## config.mk

```make
export PLATFORM = sky130hd
export DESIGN_NAME = bin2bcd_4digit
export DESIGN_NICKNAME = d
export VERILOG_FILES = /design/src/rtl/bin2bcd_4digit.sv
export SDC_FILE = /design/constraint.sdc
export NUM_CORES = 1
export LEC_CHECK = 0
export ABC_AREA = 1
export BUFFER_PORTS_ARGS = -buffer_cell sky130_fd_sc_hd__buf_2
export CORE_MARGIN = 10
export CORE_UTILIZATION = 49
export DETAILED_ROUTE_END_ITERATION = 7
export HOLD_SLACK_MARGIN = 0.08
export PLACE_DENSITY_LB_ADDON = 0.08
export SYNTH_ARGS = -nofsm -noshare
export SYNTH_HDL_FRONTEND = slang
export SYNTH_SLANG_ARGS = --single-unit
```

## constraint.sdc

```tcl
create_clock -name CLK -period 4 [get_ports CLK]
set_input_delay 0.8 -clock CLK [delete_from_list [all_inputs] [get_ports CLK]]
set_output_delay 0.8 -clock CLK [all_outputs]
set_load 0.03 [all_outputs]
```

## src/rtl/bin2bcd_4digit.sv

```systemverilog
// Sequential shift-add-3 binary-to-BCD converter for the 4-digit 7-segment driver.
// One conversion takes IN_WIDTH shift cycles. Values above 9999 are shown as all-F digits.
module bin2bcd_4digit #(
    parameter int IN_WIDTH = 14
) (
    input  logic                CLK,
    input  logic                RESET,
    input  logic                START,
    input  logic [IN_WIDTH-1:0] BIN_IN,
    output logic                BUSY,
    output logic                DONE,
    output logic                OVF,
    output logic [3:0]          D3,
    output logic [3:0]          D2,
    output logic [3:0]          D1,
    output logic [3:0]          D0
);

    typedef enum logic [0:0] {
        ST_IDLE  = 1'b0,
        ST_SHIFT = 1'b1
    } state_t;

    localparam logic [3:0] LAST_CNT = 4'(IN_WIDTH - 1);

    state_t                state_reg,  state_next;
    logic [IN_WIDTH-1:0]   bin_sr_reg, bin_sr_next;
    logic [15:0]           bcd_sr_reg, bcd_sr_next;
    logic [3:0]            cnt_reg,    cnt_next;
    logic                  ovf_q_reg,  ovf_q_next;
    logic                  busy_reg,   busy_next;
    logic                  done_reg,   done_next;
    logic                  ovf_reg,    ovf_next;
    logic [15:0]           digits_reg, digits_next;

    logic [15:0]           bcd_adj;
    logic [15:0]           bcd_shifted;
    logic [IN_WIDTH-1:0]   bin_shifted;
    logic                  bin_too_big;

    // Add-3 correction on every BCD nibble before the shift.
    genvar gi;
    generate
        for (gi = 0; gi < 4; gi++) begin : g_adj
            logic [3:0] nib;
            assign nib = bcd_sr_reg[gi*4 +: 4];
            assign bcd_adj[gi*4 +: 4] = (nib >= 4'd5) ? (nib + 4'd3) : nib;
        end
    endgenerate

    // The corrected BCD MSB falls off the top; it is always zero for legal widths.
    assign {bcd_shifted, bin_shifted} = {bcd_adj, bin_sr_reg} << 1;

    // Zero-extend before comparing so narrow widths never truncate the constant.
    assign bin_too_big = ({{(32 - IN_WIDTH){1'b0}}, BIN_IN} > 32'd9999);

    always_ff @(posedge CLK) begin
        if (!RESET) begin
            state_reg  <= ST_IDLE;
            bin_sr_reg <= '0;
            bcd_sr_reg <= '0;
            cnt_reg    <= '0;
            ovf_q_reg  <= 1'b0;
            busy_reg   <= 1'b0;
            done_reg   <= 1'b0;
            ovf_reg    <= 1'b0;
            digits_reg <= '0;
        end else begin
            state_reg  <= state_next;
            bin_sr_reg <= bin_sr_next;
            bcd_sr_reg <= bcd_sr_next;
            cnt_reg    <= cnt_next;
            ovf_q_reg  <= ovf_q_next;
            busy_reg   <= busy_next;
            done_reg   <= done_next;
            ovf_reg    <= ovf_next;
            digits_reg <= digits_next;
        end
    end

    always_comb begin
        state_next  = state_reg;
        bin_sr_next = bin_sr_reg;
        bcd_sr_next = bcd_sr_reg;
        cnt_next    = cnt_reg;
        ovf_q_next  = ovf_q_reg;
        busy_next   = busy_reg;
        done_next   = 1'b0;
        ovf_next    = ovf_reg;
        digits_next = digits_reg;

        case (state_reg)
            ST_IDLE: begin
                if (START) begin
                    bin_sr_next = BIN_IN;
                    bcd_sr_next = '0;
                    ovf_q_next  = bin_too_big;
                    cnt_next    = '0;
                    busy_next   = 1'b1;
                    state_next  = ST_SHIFT;
                end
            end
            ST_SHIFT: begin
                bcd_sr_next = bcd_shifted;
                bin_sr_next = bin_shifted;
                cnt_next    = cnt_reg + 4'd1;
                if (cnt_reg == LAST_CNT) begin
                    state_next  = ST_IDLE;
                    busy_next   = 1'b0;
                    done_next   = 1'b1;
                    ovf_next    = ovf_q_reg;
                    digits_next = ovf_q_reg ? 16'hFFFF : bcd_shifted;
                end
            end
            default: begin
                state_next = ST_IDLE;
            end
        endcase
    end

    assign BUSY = busy_reg;
    assign DONE = done_reg;
    assign OVF  = ovf_reg;
    assign D3   = digits_reg[15:12];
    assign D2   = digits_reg[11:8];
    assign D1   = digits_reg[7:4];
    assign D0   = digits_reg[3:0];

endmodule

```

==> flow_summary_export.csv <==
group,metric,value,unit
run_status,status,"finished, final reports clean",
clocking,clk_latency,320,ps
yosys,synth-adder-area-share,4.80,%
yosys,netlist_top_cells_count,"nand2_1 (118), dfxtp_1 (55), inv_1 (53)",
pwr,peakVddDrop,0.000244,V
floorplan,die_width,93.0,um
clocking,cts_tree,"done",
global_route,track_usage,13.4,%
timing,fmax,497,MHz
yosys,synth-seq-cells,55,
critical_path,worstSetupPathType,"in -> reg",
yosys,synth_nets,399,
drt,drc,0,
yosys,netlist.top_cell.by_area,"dfxtp_1",
place,dp_slack,1650,ps
floorplan,ios,36,
yosys,syn-cell-area,0.00261,sq mm
timing,setup_tns,0,ps
timing,worst_pin_slew,588,ps
yosys,yosys_most_used_dff,"dfxtp_1",
critical_path,cp.arrival,2260,ps
timing,final-hold-violation-count,0,
timing,setup_ws,1990,ps
yosys,synth_async_sr_flop_share,0,%
floorplan,core_area,0.00514,sq mm
place,place_hpwl,4030,um
global_route,grt_overflow,0,
timing,max-slew-margin-rel,60.7,%
yosys,synth_top_family_by_area,"simple AND/OR/NAND/NOR gates",
yosys,synth-compound-area-share,11.9,%
yosys,synth_top_area_share,42.2,%
clocking,numClockSinks,55,
global_route,grt_pass1_wl,9650,um
critical_path,required,4250,ps
worst_hold_path,hp-class,"reg -> reg",
job,cap_violations,0,
yosys,netlist_instances,372,
floorplan,start_util,50.7,%
clocking,cts_buffers,5,
drt,drt_iter0_drc,109,
cells_and_area,fill_cells,533,
cells_and_area,area_growth_syn_to_layout,11.9,%
global_route,grt_pass1_vias,2220,
cells_and_area,n_antenna_cell,0,
drt,firstDrtPassIters,4,
yosys,synth_edf_count,0,
yosys,synth_cell_types,25,
clocking,cts_buffer_depth,2,
place,port_buffers,35,
timing,fin_crit_sh,50.3,%
clocking,post_cts_buffers,0,
floorplan,fp.dieArea,0.00864,sq mm
critical_path,r2r_slack,2210,ps
clocking,cts-resized-gates,0,
yosys,synthMuxAreaShare,0,%
yosys,yosysMostFrequentCell,"nand2_1",
drt,routed-via-count,2346,
critical_path,cp_max_fo,24,
timing,rsz0062_at_grt,"no",
global_route,grt_max_degree,28,
yosys,yosys_warnings,0,
yosys,synth_area_per_cell,7.01,sq um
clocking,cts_root_buffer,"clkbuf_8",
clocking,ctsHoldBuffers,0,
critical_path,end_kind,"flip-flop",
drt,wire_per_inst,12.1,um
global_route,antenna_found_initial,0,
yosys,synth_area_leaders,"dfxtp_1 (42%), nand2_1 (17%), inv_1 (7.6%), ha_1 (4.8%), nor2_1 (4.3%)",
critical_path,start_kind,"input pin",
pwr,p_leak,1.46,nW
floorplan,rows,26,
drt,wl,5750,um
cells_and_area,nets,431,
pwr,p_per_area,336,mW/mm^2
timing,finalCriticalPeriod,2010,ps
timing,setup-violations-final,0,
timing,fin_skew,12.3,ps
yosys,synthSimpleGateAreaFrac,30.0,%
place,gp_congestion,0.849,
yosys,synth_xor_area_share,0,%
floorplan,die_height,93.0,um
drt,ant_nets,0,
yosys,synth_seq_area_share,42.2,%
drt,avgViaCountPerCell,4.94,
clocking,clkTransAtPathRegs,100,ps
timing,maxSlewViolCount,0,
cells_and_area,drive_above_1_share,12.6,%
cells_and_area,utilization,56.7,%
clocking,cts_max_level,2,
-- worst paths after layout --
check / from / to / cells after the start
worst min-delay path: bcd_sr_reg[9] / bcd_sr_reg[9] / 2
worst min register to register: bcd_sr_reg[9] / bcd_sr_reg[9] / 2
worst max register to register: state_reg / bcd_sr_reg[6] / 4
worst max-delay path: RESET / cnt_reg[2] / 6
-- per-stage QoR --
stage                     power [mW]  instances  hold slack (ps)  instance area, sq um
after floorplan                0.627        372              445                  2610
after global placement         0.649        467              456                  2810
after detailed placement       0.650        467              459                  2810
after CTS                      0.988        475              475                  2920
after global routing            1.02        475              495                  2920
final                          0.980        475              470                  2920
-- power by group --
group | internal (mW) | total [mW] | switching, mW | leakage, nW
combinational | 0.0227 | 0.0698 | 0.0471 | 0.962
sequential | 0.559 | 0.567 | 0.00797 | 0.446
clock | 0.158 | 0.343 | 0.185 | 0.0505
total | 0.740 | 0.980 | 0.240 | 1.46
-- layer usage --
metal | track usage (%) | vias up | part of all wire, %
met4 | 5.66 | 0 | 0.89
li1 | - | 1238 | -
met1 | 16.2 | 1048 | 48
met2 | 22.1 | 54 | 45
met5 | 0 | - | 0
met3 | 3.39 | 6 | 5.3
-- worst max-delay path: stages --
cell and delay, ps:
buf_2 350, clkinv_1 440, buf_4 330, nor2_1 140, o21ai_0 100, a21oi_1 110
-- cell usage in the layout, fill, tap and decap left out, types with 2 or more instances in the layout --
master | netlist | final
nand2_1 | 118 | 118
clkbuf_8 | 0 | 7
dfxtp_1 | 55 | 55
o21ai_0 | 18 | 18
inv_1 | 53 | 53
buf_2 | 4 | 35
nand3_1 | 22 | 22
buf_4 | 3 | 2
a21oi_1 | 21 | 21
ha_1 | 10 | 10
o22ai_1 | 5 | 5
nor2_8 | 2 | 2
a22oi_1 | 8 | 8
nor2_1 | 30 | 30
nand4_1 | 8 | 8
o21ai_1 | 2 | 2
inv_4 | 2 | 2
-- logic make-up after synthesis --
kind of cell,Yosys count
flip-flops,55
adder cells (fa/ha/maj),10
AND/OR/NAND/NOR,183
buffers and inverters,68
AO/OA/AOI/OAI,56
-- layout make-up --
cell class	count	area [sq um]	share of cell area, %
clock buffer	7	96.3	3.30
tap	70	87.6	3.00
inverter	56	215	7.38
clock inverter	1	7.51	0.257
multi-input combinational	249	1220	41.8
timing repair buffer	37	190	6.52
sequential	55	1100	37.8
No activity file was read; power rests on OpenSTA's default activity.
